File: config.mk
export PLATFORM = sky130hd
export DESIGN_NAME = msg_extractor_arbiter_flat
export DESIGN_NICKNAME = d
export VERILOG_FILES = /design/src/rtl/msg_extractor_arbiter_if.sv /design/src/rtl/msg_extractor_arbiter.sv /design/src/flat_wrapper.sv
export SDC_FILE = /design/constraint.sdc
export NUM_CORES = 1
export LEC_CHECK = 0
export CAP_MARGIN = 10
export CORE_AREA = 4 4 147 149
export DETAILED_ROUTE_END_ITERATION = 10
export DIE_AREA = 0 0 151 153
export PLACE_DENSITY = 0.69
export SYNTH_ARGS = -nofsm -noshare
export SYNTH_HDL_FRONTEND = slang
export SYNTH_SLANG_ARGS = --single-unit
File: constraint.sdc
create_clock -name clk -period 8.8 [get_ports clk]
set_input_delay 1.32 -clock clk [delete_from_list [all_inputs] [get_ports clk]]
set_output_delay 1.32 -clock clk [all_outputs]
set_load 0.01 [all_outputs]
File: src/rtl/msg_extractor_arbiter_if.sv
// Bundles the per-port Avalon-ST sources, the shared extractor-facing stream and arbiter status.
// The master modport is the arbiter's view; the slave modport is the sources/extractor side.
interface msg_extractor_arbiter_if #(
  parameter int NUM_PORTS = 4,
  parameter int CHAN_W    = 2
);
  logic [NUM_PORTS-1:0]     src_valid;
  logic [NUM_PORTS-1:0]     src_startofpacket;
  logic [NUM_PORTS-1:0]     src_endofpacket;
  logic [NUM_PORTS-1:0]     src_error;
  logic [64*NUM_PORTS-1:0]  src_data;
  logic [3*NUM_PORTS-1:0]   src_empty;
  logic [NUM_PORTS-1:0]     src_ready;

  logic                     out_valid;
  logic                     out_startofpacket;
  logic                     out_endofpacket;
  logic                     out_error;
  logic [63:0]              out_data;
  logic [2:0]               out_empty;
  logic                     out_ready;

  logic [CHAN_W-1:0]        out_channel;
  logic                     busy;
  logic                     timeout_pulse;
  logic [15:0]              drop_count;

  modport master (
    input  src_valid, src_startofpacket, src_endofpacket, src_error, src_data, src_empty,
    output src_ready,
    output out_valid, out_startofpacket, out_endofpacket, out_error, out_data, out_empty,
    input  out_ready,
    output out_channel, busy, timeout_pulse, drop_count
  );

  modport slave (
    output src_valid, src_startofpacket, src_endofpacket, src_error, src_data, src_empty,
    input  src_ready,
    input  out_valid, out_startofpacket, out_endofpacket, out_error, out_data, out_empty,
    output out_ready,
    input  out_channel, busy, timeout_pulse, drop_count
  );
endinterface

File: src/rtl/msg_extractor_arbiter.sv
// Packet-level round-robin arbiter feeding one extractor; 1-cycle grant, then zero-latency pass-through.
// Backpressure passes straight to the granted source; stalled packets are aborted with an error EOP.
module msg_extractor_arbiter #(
  parameter int NUM_PORTS = 4,
  parameter int CHAN_W    = 2,
  parameter int TIMEOUT   = 1024
) (
  input  logic                   clk,
  input  logic                   reset_n,
  msg_extractor_arbiter_if.master bus
);
  localparam int TMR_W = $clog2(TIMEOUT) + 1;
  localparam logic [CHAN_W-1:0] LAST_PORT = CHAN_W'(NUM_PORTS - 1);

  typedef enum logic [1:0] {IDLE, BUSY, ABORT} state_t;

  state_t              state, state_nxt;
  logic [CHAN_W-1:0]   grant, grant_nxt;
  logic [CHAN_W-1:0]   last_grant, last_grant_nxt;
  logic [CHAN_W-1:0]   cand;
  logic [NUM_PORTS-1:0] flush, flush_nxt, flush_set;
  logic [NUM_PORTS-1:0] eligible, drop;
  logic [TMR_W-1:0]    timer, timer_nxt;
  logic [15:0]         drop_count_q;
  logic [16:0]         drop_sum;
  logic                pulse_q;
  logic                found;
  logic                vld_g;

  logic [63:0] src_data_a  [NUM_PORTS];
  logic [2:0]  src_empty_a [NUM_PORTS];

  for (genvar i = 0; i < NUM_PORTS; i++) begin : g_unpack
    assign src_data_a[i]  = bus.src_data[64*i +: 64];
    assign src_empty_a[i] = bus.src_empty[3*i +: 3];
  end

  assign eligible = bus.src_valid & bus.src_startofpacket & ~flush;
  assign vld_g    = bus.src_valid[grant];

  always_comb begin
    state_nxt      = state;
    grant_nxt      = grant;
    last_grant_nxt = last_grant;
    timer_nxt      = timer;
    flush_set      = '0;
    found          = 1'b0;
    cand           = '0;

    bus.out_valid         = 1'b0;
    bus.out_startofpacket = 1'b0;
    bus.out_endofpacket   = 1'b0;
    bus.out_error         = 1'b0;
    bus.out_data          = '0;
    bus.out_empty         = '0;
    bus.src_ready         = '0;

    case (state)
      IDLE: begin
        // Flushing ports and stray (non-SOP) beats are sunk while nothing is granted.
        bus.src_ready = flush | (bus.src_valid & ~bus.src_startofpacket);
        for (int k = 1; k <= NUM_PORTS; k++) begin
          cand = CHAN_W'((int'(last_grant) + k) % NUM_PORTS);
          if (!found && eligible[cand]) begin
            found     = 1'b1;
            grant_nxt = cand;
          end
        end
        if (found) state_nxt = BUSY;
      end

      BUSY: begin
        bus.out_valid         = vld_g;
        bus.out_startofpacket = bus.src_startofpacket[grant];
        bus.out_endofpacket   = bus.src_endofpacket[grant];
        bus.out_error         = bus.src_error[grant];
        bus.out_data          = src_data_a[grant];
        bus.out_empty         = src_empty_a[grant];
        bus.src_ready         = flush;
        bus.src_ready[grant]  = bus.out_ready;
        if (vld_g && bus.out_ready) begin
          timer_nxt = '0;
          if (bus.src_endofpacket[grant]) begin
            state_nxt      = IDLE;
            last_grant_nxt = grant;
          end
        end else if (!vld_g) begin
          if (timer == TMR_W'(TIMEOUT - 1)) state_nxt = ABORT;
          else                              timer_nxt = timer + 1'b1;
        end
      end

      default: begin
        bus.out_valid         = 1'b1;
        bus.out_endofpacket   = 1'b1;
        bus.out_error         = 1'b1;
        bus.src_ready         = flush;
        bus.src_ready[grant]  = 1'b0;
        if (bus.out_ready) begin
          flush_set[grant] = 1'b1;
          last_grant_nxt   = grant;
          timer_nxt        = '0;
          state_nxt        = IDLE;
        end
      end
    endcase

    drop = bus.src_valid & bus.src_ready;
    if (state == BUSY) drop[grant] = 1'b0;

    // A flushing port leaves flush once the tail (EOP) of the abandoned packet is sunk.
    flush_nxt = (flush & ~(drop & bus.src_endofpacket)) | flush_set;

    drop_sum = {1'b0, drop_count_q};
    for (int i = 0; i < NUM_PORTS; i++) begin
      drop_sum = drop_sum + 17'(drop[i]);
    end
  end

  always_ff @(posedge clk or negedge reset_n) begin
    if (!reset_n) begin
      state        <= IDLE;
      grant        <= '0;
      last_grant   <= LAST_PORT;
      flush        <= '0;
      timer        <= '0;
      drop_count_q <= '0;
      pulse_q      <= 1'b0;
    end else begin
      state        <= state_nxt;
      grant        <= grant_nxt;
      last_grant   <= last_grant_nxt;
      flush        <= flush_nxt;
      timer        <= timer_nxt;
      drop_count_q <= drop_sum[16] ? 16'hFFFF : drop_sum[15:0];
      pulse_q      <= (state == ABORT) && bus.out_ready;
    end
  end

  assign bus.out_channel   = grant;
  assign bus.busy          = (state != IDLE);
  assign bus.timeout_pulse = pulse_q;
  assign bus.drop_count    = drop_count_q;
endmodule

File: src/flat_wrapper.sv
// flat-port wrapper written by rule: the top's interface ports become plain ports
module msg_extractor_arbiter_flat 
#(
  parameter int NUM_PORTS = 4,
  parameter int CHAN_W    = 2,
  parameter int TIMEOUT   = 1024
)
  (clk, reset_n, bus_src_valid, bus_src_startofpacket, bus_src_endofpacket, bus_src_error, bus_src_data, bus_src_empty, bus_src_ready, bus_out_valid, bus_out_startofpacket, bus_out_endofpacket, bus_out_error, bus_out_data, bus_out_empty, bus_out_ready, bus_out_channel, bus_busy, bus_timeout_pulse, bus_drop_count);
  msg_extractor_arbiter_if #(.NUM_PORTS(NUM_PORTS), .CHAN_W(CHAN_W)) bus_i ();
  input  logic clk;
  input  logic reset_n;
  input wire logic [$bits(bus_i.src_valid)-1:0] bus_src_valid;
  input wire logic [$bits(bus_i.src_startofpacket)-1:0] bus_src_startofpacket;
  input wire logic [$bits(bus_i.src_endofpacket)-1:0] bus_src_endofpacket;
  input wire logic [$bits(bus_i.src_error)-1:0] bus_src_error;
  input wire logic [$bits(bus_i.src_data)-1:0] bus_src_data;
  input wire logic [$bits(bus_i.src_empty)-1:0] bus_src_empty;
  output wire logic [$bits(bus_i.src_ready)-1:0] bus_src_ready;
  output wire logic [$bits(bus_i.out_valid)-1:0] bus_out_valid;
  output wire logic [$bits(bus_i.out_startofpacket)-1:0] bus_out_startofpacket;
  output wire logic [$bits(bus_i.out_endofpacket)-1:0] bus_out_endofpacket;
  output wire logic [$bits(bus_i.out_error)-1:0] bus_out_error;
  output wire logic [$bits(bus_i.out_data)-1:0] bus_out_data;
  output wire logic [$bits(bus_i.out_empty)-1:0] bus_out_empty;
  input wire logic [$bits(bus_i.out_ready)-1:0] bus_out_ready;
  output wire logic [$bits(bus_i.out_channel)-1:0] bus_out_channel;
  output wire logic [$bits(bus_i.busy)-1:0] bus_busy;
  output wire logic [$bits(bus_i.timeout_pulse)-1:0] bus_timeout_pulse;
  output wire logic [$bits(bus_i.drop_count)-1:0] bus_drop_count;
  assign bus_i.src_valid = bus_src_valid;
  assign bus_i.src_startofpacket = bus_src_startofpacket;
  assign bus_i.src_endofpacket = bus_src_endofpacket;
  assign bus_i.src_error = bus_src_error;
  assign bus_i.src_data = bus_src_data;
  assign bus_i.src_empty = bus_src_empty;
  assign bus_src_ready = bus_i.src_ready;
  assign bus_out_valid = bus_i.out_valid;
  assign bus_out_startofpacket = bus_i.out_startofpacket;
  assign bus_out_endofpacket = bus_i.out_endofpacket;
  assign bus_out_error = bus_i.out_error;
  assign bus_out_data = bus_i.out_data;
  assign bus_out_empty = bus_i.out_empty;
  assign bus_i.out_ready = bus_out_ready;
  assign bus_out_channel = bus_i.out_channel;
  assign bus_busy = bus_i.busy;
  assign bus_timeout_pulse = bus_i.timeout_pulse;
  assign bus_drop_count = bus_i.drop_count;
  msg_extractor_arbiter #(.NUM_PORTS(NUM_PORTS), .CHAN_W(CHAN_W), .TIMEOUT(TIMEOUT)) u_core (.clk(clk), .reset_n(reset_n), .bus(bus_i));
endmodule
==> results.cfg <==
[status]
status = completed

[critical_path]
worstPathMaxFanout = 13
crit_path_start_kind = primary input
arrival_ns = 5.12
required_ns = 8.94
endpoint_kind = flop
setup.worst_path.class = primary input to flop

[power_and_ir_drop]
irDropWorstVdd_mv = 0.117
power.share.clock = 0.090
p_int_mw = 1.24
p_total_mw = 2.03
seqPwrFrac = 0.170
power_density_nw_per_um2 = 235
pwr-share-comb = 0.740
p_leak_nw = 3.28
switching_share = 0.391
p_switching_uw = 795

[floorplan]
rows = 52
die-area_um2 = 23100
die_y_um = 153
dieWidth_um = 151
pin_count = 382
core-area_um2 = 20200
initial_utilization = 0.222

[sta]
max-slew-margin-rel = 0.384
final_hold_viol_count = 0
maxClockFrequency_mhz = 201
setup_tns_ns = 0
holdWs_ns = 0.506
worst_pin_slew_ns = 0.924
finClkSkew_ns = 0.00588
finalSetupViolCount = 0
timing.final.crit_share = 0.566
rsz0062_at_grt = no
report.final.slew_viol_count = 0
layout_min_cycle_time_ns = 4.98

[clock_network]
post_cts.repair.setup_buffers = 0
cts_buffers = 5
cts_tree = done
cts_resized = 0
clock_latency_ns = 0.28
ctsRootBufferMaster = clkbuf_16
cts_buffer_depth = 2
hold_buffers = 0
clkTransAtPathRegs_ns = 0.06
htree_num_levels = 2
clock_sinks = 38

[synthesis]
synth-main-ff-cell = dfrtp_1
synth-seq-cells = 38
synth_top_area_share = 0.357
synth_warnings = 0
syn-num-nets = 710
synthTopCellsByArea = mux4_2 36%, dfrtp_1 20%, nor2b_1 9.9%
yosysSeqAreaShare = 0.213
synth.distinct_cells = 58
syn_avg_cell_area_um2 = 10.7
syn_inst = 418
synth_area_leader_cell = mux4_2
synth_area_um2 = 4470
synth_edf_count = 0
async_flop_share = 1.00

[detailed_routing]
met1_length_mm = 8.68
wl_met2_mm = 11.1
drt_wl_total_mm = 23.4
drc = 0
routedWlPerCell_um = 22.3
highest_layer = met5
dr_wl_met3_mm = 3.27
drt-pass1-iter-count = 6
avgViaCountPerCell = 4.92
ant_nets = 0
vias = 5162
drtIter0Drc = 239

[min_path]
hold_class = flop to flop

[finish]
layout.nets = 1069
nFillCells = 1924
final_cell_mix = 381 x clkdlybuf4s50_1, 71 x mux4_2, 71 x nor2b_1
fin_area_um2 = 8680
synthToLayoutAreaGrowth_pct = 93.9
drive_gt1_frac = 0.121
final_common_cell = clkdlybuf4s50_1

[grt]
grt_pass1_vias = 5206
grt_overflow_total = 0
grt_max_degree = 77
grt_pass1_wl_mm = 33.4
antenna_found_initial = 19
grt_usage = 0.192

[placement]
gp_congestion = 0.891
dp.final_hpwl_mm = 19.8
numPortBuffers = 381
post_dp_cell_area_um2 = 8520

[run]
maxCapViolCount = 0
per-stage QoR:
| step | std cells | worst slack, ns | utilization |
|---|---|---|---|
| finish | 1050 | 3.82 | 0.430 |
| CTS | 1048 | 3.79 | 0.430 |
| floorplan | 418 | 4.54 | - |
| global route | 1048 | 3.51 | 0.430 |
| global placement | 1040 | 3.59 | 0.423 |
| detailed placement | 1040 | 3.49 | 0.423 |
cells by family after synthesis:
| logic type | share of synthesized area |
|---|---|
| buffers and inverters | 0.0433 |
| flip-flops | 0.213 |
| AO/OA/AOI/OAI | 0.111 |
| multiplexers | 0.372 |
| AND/OR/NAND/NOR | 0.226 |
| adder cells (fa/ha/maj) | 0.0190 |
| XOR/XNOR | 0.0157 |
sequential cells by signal (all words and copies together) (netlist names):
signal and flops:
u_core.bus.drop_count 16, u_core.timer 11, u_core.flush 4, u_core.bus.out_channel 2, u_core.last_grant 2, u_core.state 2
u_core.bus.timeout_pulse 1
Yosys cell counts, types with 3 or more instances:
| cell type | count |
|---|---|
| fa_1 | 3 |
| nand4b_1 | 3 |
| nand3b_1 | 4 |
| nor2b_1 | 71 |
| o21ai_0 | 18 |
| dfrtp_1 | 36 |
| a31oi_1 | 4 |
| buf_1 | 5 |
| a21o_1 | 5 |
| mux4_2 | 71 |
| a21oi_1 | 8 |
| clkbuf_1 | 24 |
| nor2_1 | 17 |
| and3_1 | 6 |
| and2_1 | 4 |
| nor3_1 | 6 |
| nand2_1 | 25 |
| a221o_1 | 4 |
| or4_1 | 3 |
| inv_1 | 14 |
| o221ai_1 | 5 |
| nand3_1 | 11 |
| a41oi_1 | 4 |
| xnor2_1 | 6 |
| nand4_1 | 3 |
| nand2b_1 | 7 |
| mux2_2 | 4 |
| a211o_1 | 3 |
path summary, 6_finish.rpt:
kind | end | depth (start not counted) | from | slack (ns)
max | u_core.bus.drop_count[2]$_DFF_PN0_ | 13 | bus_out_ready | 3.82
min in group asynchronous | u_core.bus.drop_count[14]$_DFF_PN0_ | 2 | reset_n | 1.47
min | u_core.timer[10]$_DFFE_PN0P_ | 1 | u_core.timer[10]$_DFFE_PN0P_ | 0.51
max reg2reg | u_core.bus.drop_count[2]$_DFF_PN0_ | 13 | u_core.state[0]$_DFFE_PN0P_ | 4.40
max in group asynchronous | u_core.bus.out_channel[1]$_DFFE_PN0P_ | 2 | reset_n | 6.93
min reg2reg | u_core.timer[10]$_DFFE_PN0P_ | 1 | u_core.timer[10]$_DFFE_PN0P_ | 0.51
final cells by class:
| class | count | area [µm²] | share of cell area |
|---|---|---|---|
| Clock inverter | 1 | 5.00 | 0.000577 |
| Timing Repair Buffer | 385 | 3840 | 0.443 |
| Tap cell | 270 | 338 | 0.0389 |
| Clock buffer | 7 | 143 | 0.0164 |
| Antenna cell | 2 | 5.00 | 0.000577 |
| Inverter | 14 | 52.6 | 0.00606 |
| Multi-Input combinational cell | 333 | 3330 | 0.384 |
| Sequential cell | 38 | 961 | 0.111 |
metal layers:
layer	track usage	up-vias
met1	0.228	2487
li1	-	2350
met5	0	-
met3	0.105	42
met2	0.320	253
met4	0.0142	30
power groups by stage:
stage	combinational (mW)	sequential [mW]	clock, mW
detailed placement	1.52	0.353	0
global placement	1.51	0.353	0
floorplan	0.874	0.268	0
finish	1.50	0.347	0.183
CTS	1.52	0.351	0.186
global route	1.62	0.368	0.197
worst max-delay path, cell delays in order:
cell and delay (ns):
clkdlybuf4s50_1 0.73, inv_1 0.16, o211a_1 0.26, a21oi_1 0.15
o311ai_0 0.22, fa_1 0.57, inv_1 0.05, fa_1 0.40
fa_1 0.42, nand2_1 0.16, nor2_1 0.11, nand3_1 0.38
o21ai_0 0.17
Power figures use the tool's default switching activity.
